$ cat config.mk
export PLATFORM = sky130hd
export DESIGN_NAME = bcd_serial_adder
export DESIGN_NICKNAME = d
export VERILOG_FILES = /design/src/rtl/bcd_serial_adder.sv
export SDC_FILE = /design/constraint.sdc
export NUM_CORES = 1
export LEC_CHECK = 0
export CAP_MARGIN = 15
export CORE_AREA = 2 2 80 82
export DETAILED_ROUTE_END_ITERATION = 8
export DIE_AREA = 0 0 82 84
export PLACE_DENSITY = 0.81
export SLEW_MARGIN = 40
export SYNTH_ARGS = -nofsm -noshare
export SYNTH_HDL_FRONTEND = slang
export SYNTH_SLANG_ARGS = --single-unit
$ cat constraint.sdc
create_clock -name clk -period 6.5 [get_ports clk]
set_input_delay 1.3 -clock clk [delete_from_list [all_inputs] [get_ports clk]]
set_output_delay 1.3 -clock clk [all_outputs]
set_load 0.03 [all_outputs]
$ cat src/rtl/bcd_serial_adder.sv
// Digit-serial multi-digit BCD adder/subtractor: one digit per clock, LSD first.
// Optional input-digit validity flag built only when BCD_INPUT_CHECK_EN is defined.
module bcd_serial_adder #(
    parameter int DIGITS = 4
) (
    input  logic                clk,
    input  logic                rst_n,
    input  logic                start,
    input  logic                sub,
    input  logic [4*DIGITS-1:0] A,
    input  logic [4*DIGITS-1:0] B,
    output logic [4*DIGITS-1:0] S,
    output logic                C_out,
    output logic                busy,
    output logic                done,
    output logic                err
);
    localparam int W    = 4 * DIGITS;
    localparam int IDXW = (DIGITS > 1) ? $clog2(DIGITS) : 1;

    typedef enum logic [1:0] {IDLE, RUN, DONE} state_t;

    state_t          state_q;
    logic [W-1:0]    a_q, b_q, res_q, s_q;
    logic            sub_q, c_q, cout_q, busy_q, done_q;
    logic [IDXW-1:0] idx_q;

    logic [3:0]      bp_d, digit_d;
    logic [4:0]      t_d;
    logic            c_d;
    logic [W-1:0]    res_d;
    logic            last_d;

    // Subtraction uses nine's complement of B plus the initial carry of 1.
    always_comb begin
        bp_d    = sub_q ? (4'd9 - b_q[3:0]) : b_q[3:0];
        t_d     = {1'b0, a_q[3:0]} + {1'b0, bp_d} + {4'd0, c_q};
        c_d     = (t_d > 5'd9);
        digit_d = c_d ? (t_d[3:0] + 4'd6) : t_d[3:0];
        res_d   = (res_q >> 4) | (W'(digit_d) << (W - 4));
        last_d  = (idx_q == IDXW'(DIGITS - 1));
    end

    always_ff @(posedge clk or negedge rst_n) begin
        if (!rst_n) begin
            state_q <= IDLE;
            a_q     <= '0;
            b_q     <= '0;
            res_q   <= '0;
            s_q     <= '0;
            sub_q   <= 1'b0;
            c_q     <= 1'b0;
            cout_q  <= 1'b0;
            busy_q  <= 1'b0;
            done_q  <= 1'b0;
            idx_q   <= '0;
        end else begin
            case (state_q)
                IDLE: begin
                    done_q <= 1'b0;
                    if (start) begin
                        a_q     <= A;
                        b_q     <= B;
                        sub_q   <= sub;
                        c_q     <= sub;
                        idx_q   <= '0;
                        busy_q  <= 1'b1;
                        state_q <= RUN;
                    end
                end
                RUN: begin
                    a_q   <= a_q >> 4;
                    b_q   <= b_q >> 4;
                    c_q   <= c_d;
                    res_q <= res_d;
                    idx_q <= idx_q + IDXW'(1);
                    if (last_d) begin
                        s_q     <= res_d;
                        cout_q  <= c_d;
                        busy_q  <= 1'b0;
                        done_q  <= 1'b1;
                        state_q <= DONE;
                    end
                end
                DONE: begin
                    done_q  <= 1'b0;
                    state_q <= IDLE;
                end
                default: state_q <= IDLE;
            endcase
        end
    end

`ifdef BCD_INPUT_CHECK_EN
    logic err_q, bad_d;

    always_comb begin
        bad_d = 1'b0;
        for (int i = 0; i < DIGITS; i++)
            if (A[4*i +: 4] > 4'd9 || B[4*i +: 4] > 4'd9) bad_d = 1'b1;
    end

    always_ff @(posedge clk or negedge rst_n) begin
        if (!rst_n)                         err_q <= 1'b0;
        else if (state_q == IDLE && start)  err_q <= bad_d;
    end

    assign err = err_q;
`else
    assign err = 1'b0;
`endif

    assign S     = s_q;
    assign C_out = cout_q;
    assign busy  = busy_q;
    assign done  = done_q;
endmodule

* Yosys cells after proc, flatten, opt, wreduce, memory -nomap -nowiden
Index checks and enable logic that the tools add are counted.
** Storage, ports and cells
- Bits in registers :: 73
** Cells by class
- Multiplexer cells :: 18
- Bitwise gates (word level) :: 1
- Equal/unequal tests :: 5
- Add/subtract/negate cells :: 5
- Magnitude comparators :: 1
- Reduce and logical (&&, ||, !) cells :: 10
** Operators by type and width (number)
- 16-bit one-hot mux with 2 select lines :: 2
- 16-bit two-way mux :: 2
- 12-bit by 16-bit OR with 16-bit output :: 1
- 2-bit AND reduction :: 5
- 4-bit two-way mux :: 2
- 2-bit one-hot mux with 2 select lines :: 2
- 2-bit two-way mux :: 3
- 1-bit one-hot mux with 2 select lines :: 3
- 4-bit by 4-bit adder with 5-bit output :: 1
- 5-bit by 1-bit adder with 5-bit output :: 1
- 5-bit by 4-bit greater-than comparator with 1-bit output (second input constant) :: 1
- 4-bit by 3-bit adder with 4-bit output (second input constant) :: 1
- 2-bit == test (second input constant) :: 2
- 1-bit two-way mux :: 4
- 2-bit inequality test (second input constant) :: 2
- 2-bit nonzero test :: 2
- 4-bit subtractor (first input constant) :: 1
- 3-bit AND reduction :: 1
- 2-bit by 1-bit adder with 2-bit output (second input constant) :: 1
- 2-bit by 1-bit == test with 1-bit output (second input constant) :: 1
- 2-bit zero test :: 1
- 2-bit OR reduction :: 1

* Depth between registers and ports, before layout
Gate-level depths: netlist of the first run.
- Depth in word-level cells :: 7
- Depth in mapped cells :: 12
- Mapped depth without buffers :: 12

* Least setup slack after synthesis of the first run
OpenSTA, ideal clock, no wires.
- Path type :: reg2reg
- Start point :: reg sub_q
- End point :: reg res_q[14]
- Period minus slack after synthesis :: 2.553 ns
- Cell stages (with the launch flop) :: 12
- Path slack :: 3.947 ns
- Data required time :: 6.423 ns
- Buffers on the path :: 0
- Data arrival time :: 2.476 ns
- Setup time :: 0.077 ns
- Cells stage by stage :: dfrtp_1 > xnor2_1 > fa_1 > inv_1 > fa_1 > inv_1 > ha_1 > inv_1 > o21ai_0 > nand3_1 > o32a_1 > a21oi_1
** Between the ends
- Longest elaborated chain between the ends :: 6
- Elaborated cells between the ends (all ways) :: 7
** RTL lines
- start: declaration :: line 25 : logic sub_q, c_q, cout_q, busy_q, done_q;
- start signal: assignment :: line 64 : sub_q <= sub;
- 4-bit two-way mux (*) :: line 36 : bp_d = sub_q ? (4'd9 - b_q[3:0]) : b_q[3:0];
- 4-bit by 4-bit adder with 5-bit output (*) :: line 37 : t_d = {1'b0, a_q[3:0]} + {1'b0, bp_d} + {4'd0, c_q};
- 5-bit by 1-bit adder with 5-bit output (*) :: line 37
- 4-bit by 3-bit adder with 4-bit output / 5-bit by 4-bit greater-than comparator with 1-bit output (equally long branches) :: line 39, 38
- 4-bit two-way mux (*) :: line 39 : digit_d = c_d ? (t_d[3:0] + 4'd6) : t_d[3:0];
- 12-bit by 16-bit OR with 16-bit output (*) :: line 40 : res_d = (res_q >> 4) | (W'(digit_d) << (W - 4));
- end signal: assignment :: line 75 : res_q <= res_d;
- end: declaration :: line 24 : logic [W-1:0] a_q, b_q, res_q, s_q;
Every way passes the cells marked *; elsewhere a longest branch is shown, timed or not.
A chain may end at the register's enable or synchronous reset.

* Worst setup path after layout of the first run
- Start point :: in start
- End point :: reg sub_q
** Between the ends
- Longest elaborated chain between the ends :: 1
** RTL lines
- start: declaration :: line 8 : input logic start,
- 2-bit AND reduction (no line)
Every way passes these cells.

==> results.cfg, run 1 <==
[finish]
area_growth_pct = 23.4
final_cell_mix = 69 x dfrtp_1, 53 x clkdlybuf4s50_1, 52 x nand2_1, 41 x o21ai_0, 34 x a21oi_1
fin_util_pct = 67.5
regArea_um2 = 1730
multi_input_area_um2 = 1480
fin_nets = 428
final_common_cell = dfrtp_1
drive_above_1_share_pct = 11.1
num-fill-cells = 496
antenna_cells = 0

[global_route]
grt-ovfl-total = 0
grt_pass1_vias = 2499
grt_pass1_wl_mm = 11.7
grt_max_degree = 70
antenna_found_initial = 0
grt_usage_pct = 22.3

[setup_path]
end_kind = register
worstPathRequired_ns = 6.73
path_class = input port to register
worstPathMaxFanout = 32
arrival_ns = 3.26
setup.worst_path.start_class = input port

[cts]
insertion_delay_ns = 0.35
numCtsBuffers = 9
htree_levels = 3
clockBufferDepth = 2
clockRootBuffer = clkbuf_8
clock-sinks = 69
holdBufCountCts = 0
cts.repair.resized = 0
cts.reportedPaths.clkPinSlew_ns = 0.07
post-cts-setup-buffer-count = 0
cts_tree = yes

[detailed_routing]
vias = 2594
wirelength_mm = 7.01
avgRoutedWirePerCell_um = 15.0
final_antenna_net_count = 0
drt-initial-drc-count = 136
viasPerCell = 5.57
first_pass_iters = 4
drc_errors = 0

[die]
coreArea_um2 = 6100
die_w_um = 82
floorplan.initialDensity_pct = 54.7
fp.dieH_um = 84
fp-row-count = 29
die-area_um2 = 6890
ios = 56

[sta]
worst_hold_slack_ns = 0.476
min_period_ns = 3.02
skew_ns = 0.00987
rsz0062_at_grt = no
worstMarginPinSlew_ns = 0.718
timing.final.crit_share_pct = 46.5
slew_headroom_pct = 52.0
fmax_mhz = 331
drv_slew = 0
finalSetupViolations = 0
setup_ws_ns = 3.48
hold_viol_final = 0
final.setup.tns_ns = 0

[synthesis]
yosysUniqueCellTypes = 38
syn-num-nets = 381
syn_area_um2 = 3340
ys_ff_latch = 69
syn-instance-count = 337
ys_warn_count = 0
ys_seq_area_share_pct = 51.8
synth-async-reset-ratio_pct = 100
synth_edf_count = 0
synth_area_per_cell_um2 = 9.90
synthFlopType = dfrtp_1

[run]
cap_violations = 0

[power]
powerDensity_nw_per_um2 = 564
vdd_ir_drop_max_uv = 348
power_leakage_uw = 0.00182

[placed_design]
gp_congestion = 0.741
dp_hpwl_mm = 4.59
pre_cts_slack_ns = 3.11
io_buffer_count = 54

[outcome]
status = finished, final reports clean

[worst_hold_path]
hold_path.class = register to register
[path summary, 6_finish.rpt]
kind	from	endpoint	slack (ns)	cells past startpoint
worst max-delay path	start	sub_q	3.48	5
worst min-delay path	res_q[4]	res_q[4]	0.48	2
worst max register to register	b_q[1]	res_q[14]	3.59	12
worst min register to register	res_q[4]	res_q[4]	0.48	2
max in group asynchronous	rst_n	state_q[1]	5.04	2
min in group asynchronous	rst_n	res_q[4]	1.05	2
[cell type report]
type,count,area share [%]
sequential,69,42.0
multi-input combinational,237,36.0
timing repair buffer,58,13.8
clock buffer,12,3.28
tap,77,2.34
clock inverter,4,1.76
inverter,9,0.821
[Yosys cell counts, types with 2 or more instances]
| cell type | instances | area share, % |
|---|---|---|
| a22oi_1 | 21 | 4.7 |
| fa_1 | 2 | 1.2 |
| dfrtp_1 | 69 | 52 |
| o21ai_1 | 3 | 0.45 |
| a2bb2oi_1 | 2 | 0.53 |
| inv_1 | 9 | 1.0 |
| clkbuf_1 | 17 | 1.9 |
| a21oi_1 | 34 | 5.1 |
| mux2_4 | 2 | 0.90 |
| mux2_2 | 13 | 4.4 |
| nor2_1 | 6 | 0.68 |
| xnor2_1 | 3 | 0.79 |
| buf_1 | 2 | 0.23 |
| a21o_2 | 3 | 0.79 |
| buf_6 | 2 | 0.68 |
| o21ai_0 | 41 | 6.2 |
| nor2b_1 | 27 | 5.1 |
| and3b_1 | 5 | 1.3 |
| nand2_1 | 52 | 5.9 |
| ha_1 | 6 | 2.3 |
[metrics by stage]
stage,cells,power (uW),cell area (um^2)
final,466,2320,4120
after global routing,466,2510,4120
after global placement,450,1880,3900
after CTS,466,2340,4120
after detailed placement,450,1950,3910
after floorplan,337,1610,3340
[power by group]
part / internal, uW / switching, uW
sequential: 618 / 121
combinational: 527 / 676
clock: 216 / 164
total: 1360 / 961
[critical path, cell delays in order]
cell             delay, ns
clkdlybuf4s50_1       0.45
buf_4                 0.30
nor2b_4               0.60
nor2b_1               0.25
mux2_2                0.34
[registers in the layout (all words and copies together), names as in the netlist, 2 cells and up]
register	count
S	16
a_q	16
b_q	16
idx_q	2
res_q	12
state_q	2
[layer usage]
layer,GRT usage (%),wire [um],vias to the layer above
li1,-,-,1265
met1,30.2,3150,1248
met2,35.4,3460,76
met3,5.95,348,5
met4,5.91,48,0
met5,0,0,-
[cells by family (layout without fill, tap and decap cells)]
logic type,Yosys count,after routing,share of synthesized area (%)
compound gates,113,113,20.1
simple gates,97,97,14.4
mux,15,15,5.29
flops,69,69,51.8
xor+xnor,3,3,0.788
buf+inv,31,83,4.05
other cells,1,1,0.112
fa+ha+maj,8,8,3.45
Power figures use the tool's default switching activity.
==> run 2, diff against run 1 <==
--- a/config.mk
+++ b/config.mk
@@ -6,10 +6,10 @@
 export NUM_CORES = 1
 export LEC_CHECK = 0
 export CAP_MARGIN = 15
-export CORE_AREA = 2 2 80 82
+export CORE_AREA = 2 2 83 85
 export DETAILED_ROUTE_END_ITERATION = 8
-export DIE_AREA = 0 0 82 84
-export PLACE_DENSITY = 0.81
+export DIE_AREA = 0 0 85 87
+export PLACE_DENSITY = 0.76
 export SLEW_MARGIN = 40
 export SYNTH_ARGS = -nofsm -noshare
 export SYNTH_HDL_FRONTEND = slang
==> constraint.sdc (replaced) <==
create_clock -name clk -period 2.8 [get_ports clk]
set_input_delay 0.56 -clock clk [delete_from_list [all_inputs] [get_ports clk]]
set_output_delay 0.56 -clock clk [all_outputs]
set_load 0.03 [all_outputs]
==> results.cfg, run 2 (same netlist as run 1, synthesis figures left out) <==
[cts]
clockRootBuffer = clkbuf_8
cts.reportedPaths.clkPinSlew_ns = 0.07
numCtsBuffers = 9
insertion_delay_ns = 0.33
htree_levels = 3
clockBufferDepth = 2
holdBufCountCts = 0
clock-sinks = 69
cts_tree = yes

[power]
vdd_ir_drop_max_uv = 803
powerDensity_nw_per_um2 = 1360
p_clk_share_pct = 13.1
p_int_uw = 3340
p_switching_uw = 2360
p_seq_share_pct = 30.2
swShare_pct = 41.4
pwr-share-comb_pct = 56.6
power_leakage_uw = 0.00185

[setup_path]
r2r_start = sub_q
reg2reg_depth = 11
slowest_stage = fa_2
startpoint = sub_q
end_kind = register
setup.worst_path.start_class = register
r2r_setup_slack_ns = 0.11
crit_path_end = res_q[14]
worstPathRequired_ns = 3.07
arrival_ns = 2.96
worstPathMaxFanout = 5
path_class = register to register
crit_chain = xnor2_2 -> fa_2 -> inv_1 -> fa_2 -> inv_2 -> ha_4 -> inv_1 -> o21ai_0 -> nand3_1 -> o32a_1 -> a21oi_2
cpPeakStageDelay_ns = 0.47
r2r-end = res_q[14]

[finish]
drive_above_1_share_pct = 15.2
multi_input_area_um2 = 1520
fin_nets = 436
design_area_um2 = 4200
num-fill-cells = 538
area_growth_pct = 26.0
final_common_cell = dfrtp_1
final_cell_mix = 68 x dfrtp_1, 53 x clkdlybuf4s50_1, 52 x nand2_1, 41 x o21ai_0, 33 x a21oi_1
regArea_um2 = 1730
fin_util_pct = 64.0
antenna_cells = 0

[die]
die-area_um2 = 7400
floorplan.initialDensity_pct = 50.8
die_w_um = 85
coreArea_um2 = 6570
fp.dieH_um = 87
ios = 56
fp-row-count = 30

[detailed_routing]
avgRoutedWirePerCell_um = 15.0
drc_errors = 0
wirelength_mm = 7.12
drt-initial-drc-count = 141
final_antenna_net_count = 0
viasPerCell = 5.58
vias = 2652
first_pass_iters = 4

[sta]
fmax_mhz = 372
drv_slew = 0
hold_viol_final = 0
skew_ns = 0.0102
final.setup.tns_ns = 0
slew_headroom_pct = 58.3
finalSetupViolations = 0
rsz0062_at_grt = no
timing.final.crit_share_pct = 96.0
min_period_ns = 2.69
worstMarginPinSlew_ns = 0.624

[global_route]
grt_max_degree = 70
grt_pass1_vias = 2510
grt-ovfl-total = 0
grt_pass1_wl_mm = 11.6
antenna_found_initial = 0
grt_usage_pct = 19.7

[placed_design]
placed_area_um2 = 3950
gp_congestion = 0.823
io_buffer_count = 54
dp_hpwl_mm = 4.60

[run]
cap_violations = 0

[worst_hold_path]
hold_path.class = input port to asynchronous set/reset pin

[outcome]
status = finished, final reports clean
==> run 2: cell count changes in the layout (fill, tap and decap cells not counted), moves of 2 or more <==
cell      change
xnor2_1       -2
fa_2          +2
buf_4         +8
ha_1          -2
xnor2_2       +2
fa_1          -2
clkbuf_1      -2
==> run 2: repair_timing <==
item	in CTS	in global routing
pin swaps	0	3
setup endpoints to repair	4	4
setup buffers	0	4
gates resized for setup	2	9
hold endpoints to repair	0	0
==> run 2: how the worst min path moves through the flow <==
stage                         from       end
after floorplan              rst_n     C_out
after global placement    res_q[4]  res_q[4]
after detailed placement  res_q[7]  res_q[7]
after CTS                    rst_n    b_q[4]
after global routing         rst_n   b_q[13]
final                        rst_n  res_q[7]
==> run 2: metrics by stage <==
step | setup slack, ns | hold slack, ns | power [uW] | std cells
detailed placement | -0.0747 | 0.459 | 4540 | 457
global route | 0.00329 | 0.269 | 6120 | 475
floorplan | 0.247 | 0.264 | 3740 | 337
CTS | 0.0114 | 0.245 | 5350 | 471
finish | 0.112 | 0.231 | 5710 | 475
global placement | 0.132 | 0.455 | 4400 | 457
==> run 2: final cells by class <==
type | count | area share [%]
clock buffers | 10 | 3.04
clock inverters | 4 | 1.22
inverters | 9 | 0.804
multi-input cells | 237 | 36.3
flip-flops and latches | 69 | 41.1
well taps | 80 | 2.38
repair buffers | 66 | 15.2
==> run 2: per-layer routing <==
metal  vias up  global-route usage [%]  part of all wire, %
met4         0                    7.36                  1.2
met1      1287                    27.0                   45
met3        11                    3.60                  4.7
met2        80                    31.5                   49
li1       1274                       -                    -
met5         -                       0                    0
==> run 2: power by group through the flow <==
stage / clock network, uW / registers [uW] / logic, uW
after floorplan: 0 / 1910 / 1830
after global placement: 0 / 1720 / 2690
after detailed placement: 0 / 1740 / 2800
after CTS: 770 / 1720 / 2860
after global routing: 818 / 1790 / 3510
final: 750 / 1730 / 3230
==> run 2: worst max-delay path, delay by kind of cell (launching register included) <==
family          cells  cell delay [ns]
fa+ha+maj           3             0.98
flops               1             0.44
simple gates        1             0.09
xor+xnor            1             0.15
buf+inv             3             0.27
compound gates      3             0.68
==> run 3, diff against run 2 <==
--- a/config.mk
+++ b/config.mk
@@ -6,9 +6,11 @@
 export NUM_CORES = 1
 export LEC_CHECK = 0
 export CAP_MARGIN = 15
-export CORE_AREA = 2 2 83 85
+export CELL_PAD_IN_SITES_DETAIL_PLACEMENT = 0
+export CELL_PAD_IN_SITES_GLOBAL_PLACEMENT = 1
+export CORE_AREA = 2 2 94 96
 export DETAILED_ROUTE_END_ITERATION = 8
-export DIE_AREA = 0 0 85 87
+export DIE_AREA = 0 0 96 98
 export PLACE_DENSITY = 0.76
 export SLEW_MARGIN = 40
 export SYNTH_ARGS = -nofsm -noshare
==> results.cfg, run 3 (same netlist as run 1, synthesis figures left out) <==
[outcome]
status = finished, final reports clean

[setup_path]
critPathTopFamily = simple AND/OR/NAND/NOR gates
reg2reg_depth = 10
cp_num_buf_inv = 1
worstPathRequired_ns = 3.02
r2r-end = S[13]
r2r_start = b_q[2]
crit_top_cell = ha_1
crit_chain = inv_1 -> ha_1 -> nand2_1 -> o21ai_0 -> ha_1 -> and3b_1 -> or3_4 -> a31oi_2 -> o21ai_2 -> mux2_4
setup.worst_path.start_class = register
r2r_setup_slack_ns = 0.18
crit_cells = 10
cpPeakStageDelay_ns = 0.40
arrival_ns = 2.85
worstPathMaxFanout = 7
path_class = register to register
slowest_stage = ha_1
end_kind = register

[global_route]
grt_max_degree = 44
grt_pass1_wl_mm = 12.5
antenna_found_initial = 0
grt_usage_pct = 16.9
grt_pass1_vias = 2586
grt-ovfl-total = 0

[detailed_routing]
drt-initial-drc-count = 86
wirelength_mm = 7.35
viasPerCell = 5.17
first_pass_iters = 4
final_antenna_net_count = 0
avgRoutedWirePerCell_um = 14.6
vias = 2599
drc_errors = 0

[cts]
clockRootBuffer = clkbuf_8
holdBufCountCts = 0
numCtsBuffers = 9
cts.reportedPaths.clkPinSlew_ns = 0.08
insertion_delay_ns = 0.35
cts_tree = yes
htree_levels = 3
clockBufferDepth = 2
clock-sinks = 69

[power]
swShare_pct = 41.8
vdd_ir_drop_max_uv = 464
power.total_uw = 5400
p_switching_uw = 2260
pwr-share-comb_pct = 54.8
p_seq_share_pct = 31.6
p_clk_share_pct = 13.6
powerDensity_nw_per_um2 = 1290
p_int_uw = 3150
power_leakage_uw = 0.00183

[sta]
setup_ws_ns = 0.179
slew_headroom_pct = 59.6
skew_ns = 0.0130
timing.final.crit_share_pct = 93.6
hold_viol_final = 0
worst_hold_slack_ns = 0.212
finalSetupViolations = 0
final.setup.tns_ns = 0
min_period_ns = 2.62
worstMarginPinSlew_ns = 0.606
fmax_mhz = 382
drv_slew = 0
rsz0062_at_grt = no

[die]
die_w_um = 96
fp-row-count = 34
floorplan.initialDensity_pct = 39.4
fp.dieH_um = 98
coreArea_um2 = 8470
die-area_um2 = 9410
ios = 56

[finish]
fin_nets = 435
final_common_cell = dfrtp_1
area_growth_pct = 25.9
final_cell_mix = 69 x dfrtp_1, 53 x clkdlybuf4s50_1, 52 x nand2_1, 41 x o21ai_0, 34 x a21oi_1
drive_above_1_share_pct = 14.2
antenna_cells = 0
num-fill-cells = 799
fin_cells = 503

[placed_design]
gp_congestion = 0.866
dp_cells = 486
io_buffer_count = 54
dp_hpwl_mm = 4.78
pre_cts_slack_ns = 0.0105

[worst_hold_path]
hold_path.class = input port to asynchronous set/reset pin

[run]
cap_violations = 0
[run 3: how the worst max path moves through the flow]
stage | from | endpoint | slack, ns
2_1_floorplan | sub_q | res_q[14] | 0.25
3_3_place_gp | sub_q | res_q[14] | 0.10
3_5_place_dp | sub_q | res_q[14] | 0.01
4_1_cts | sub_q | res_q[14] | 0.002
5_1_grt | b_q[0] | res_q[14] | 0.03
6_report | b_q[2] | S[13] | 0.18
[run 3: metrics by stage]
step	util (%)	area [um^2]
2_1_floorplan	-	3340
3_3_place_gp	47.1	3990
3_5_place_dp	47.1	3990
4_1_cts	49.2	4160
5_1_grt	49.6	4200
6_report	49.6	4200
[run 3: timing repair]
item                       in CTS  in global routing
gates resized for setup         0                  5
buffers inserted                0                  2
setup endpoints to repair       0                  5
[run 3: cell type report]
type	count	area [um^2]	area share, %
inverters	9	33.8	0.805
clock buffers	10	138	3.28
multi-input cells	237	1500	35.7
clock inverters	5	36.3	0.864
well taps	108	135	3.22
repair buffers	65	631	15.0
flip-flops and latches	69	1730	41.1
[run 3: power groups by stage]
stage          Clock, uW  Sequential [uW]  Combinational (uW)
3_5_place_dp           0             1740                2800
5_1_grt              802             1760                3300
2_1_floorplan          0             1910                1830
4_1_cts              746             1720                2820
6_report             732             1710                2960
3_3_place_gp           0             1720                2730
[run 3: metal layers]
metal,GRT usage [%],wire (um),vias up,share of wire [%]
met4,5.93,74,0,1.0
li1,-,-,1276,-
met1,24.2,3720,1259,51
met3,3.47,260,8,3.5
met2,25.3,3290,56,45
met5,0,0,-,0
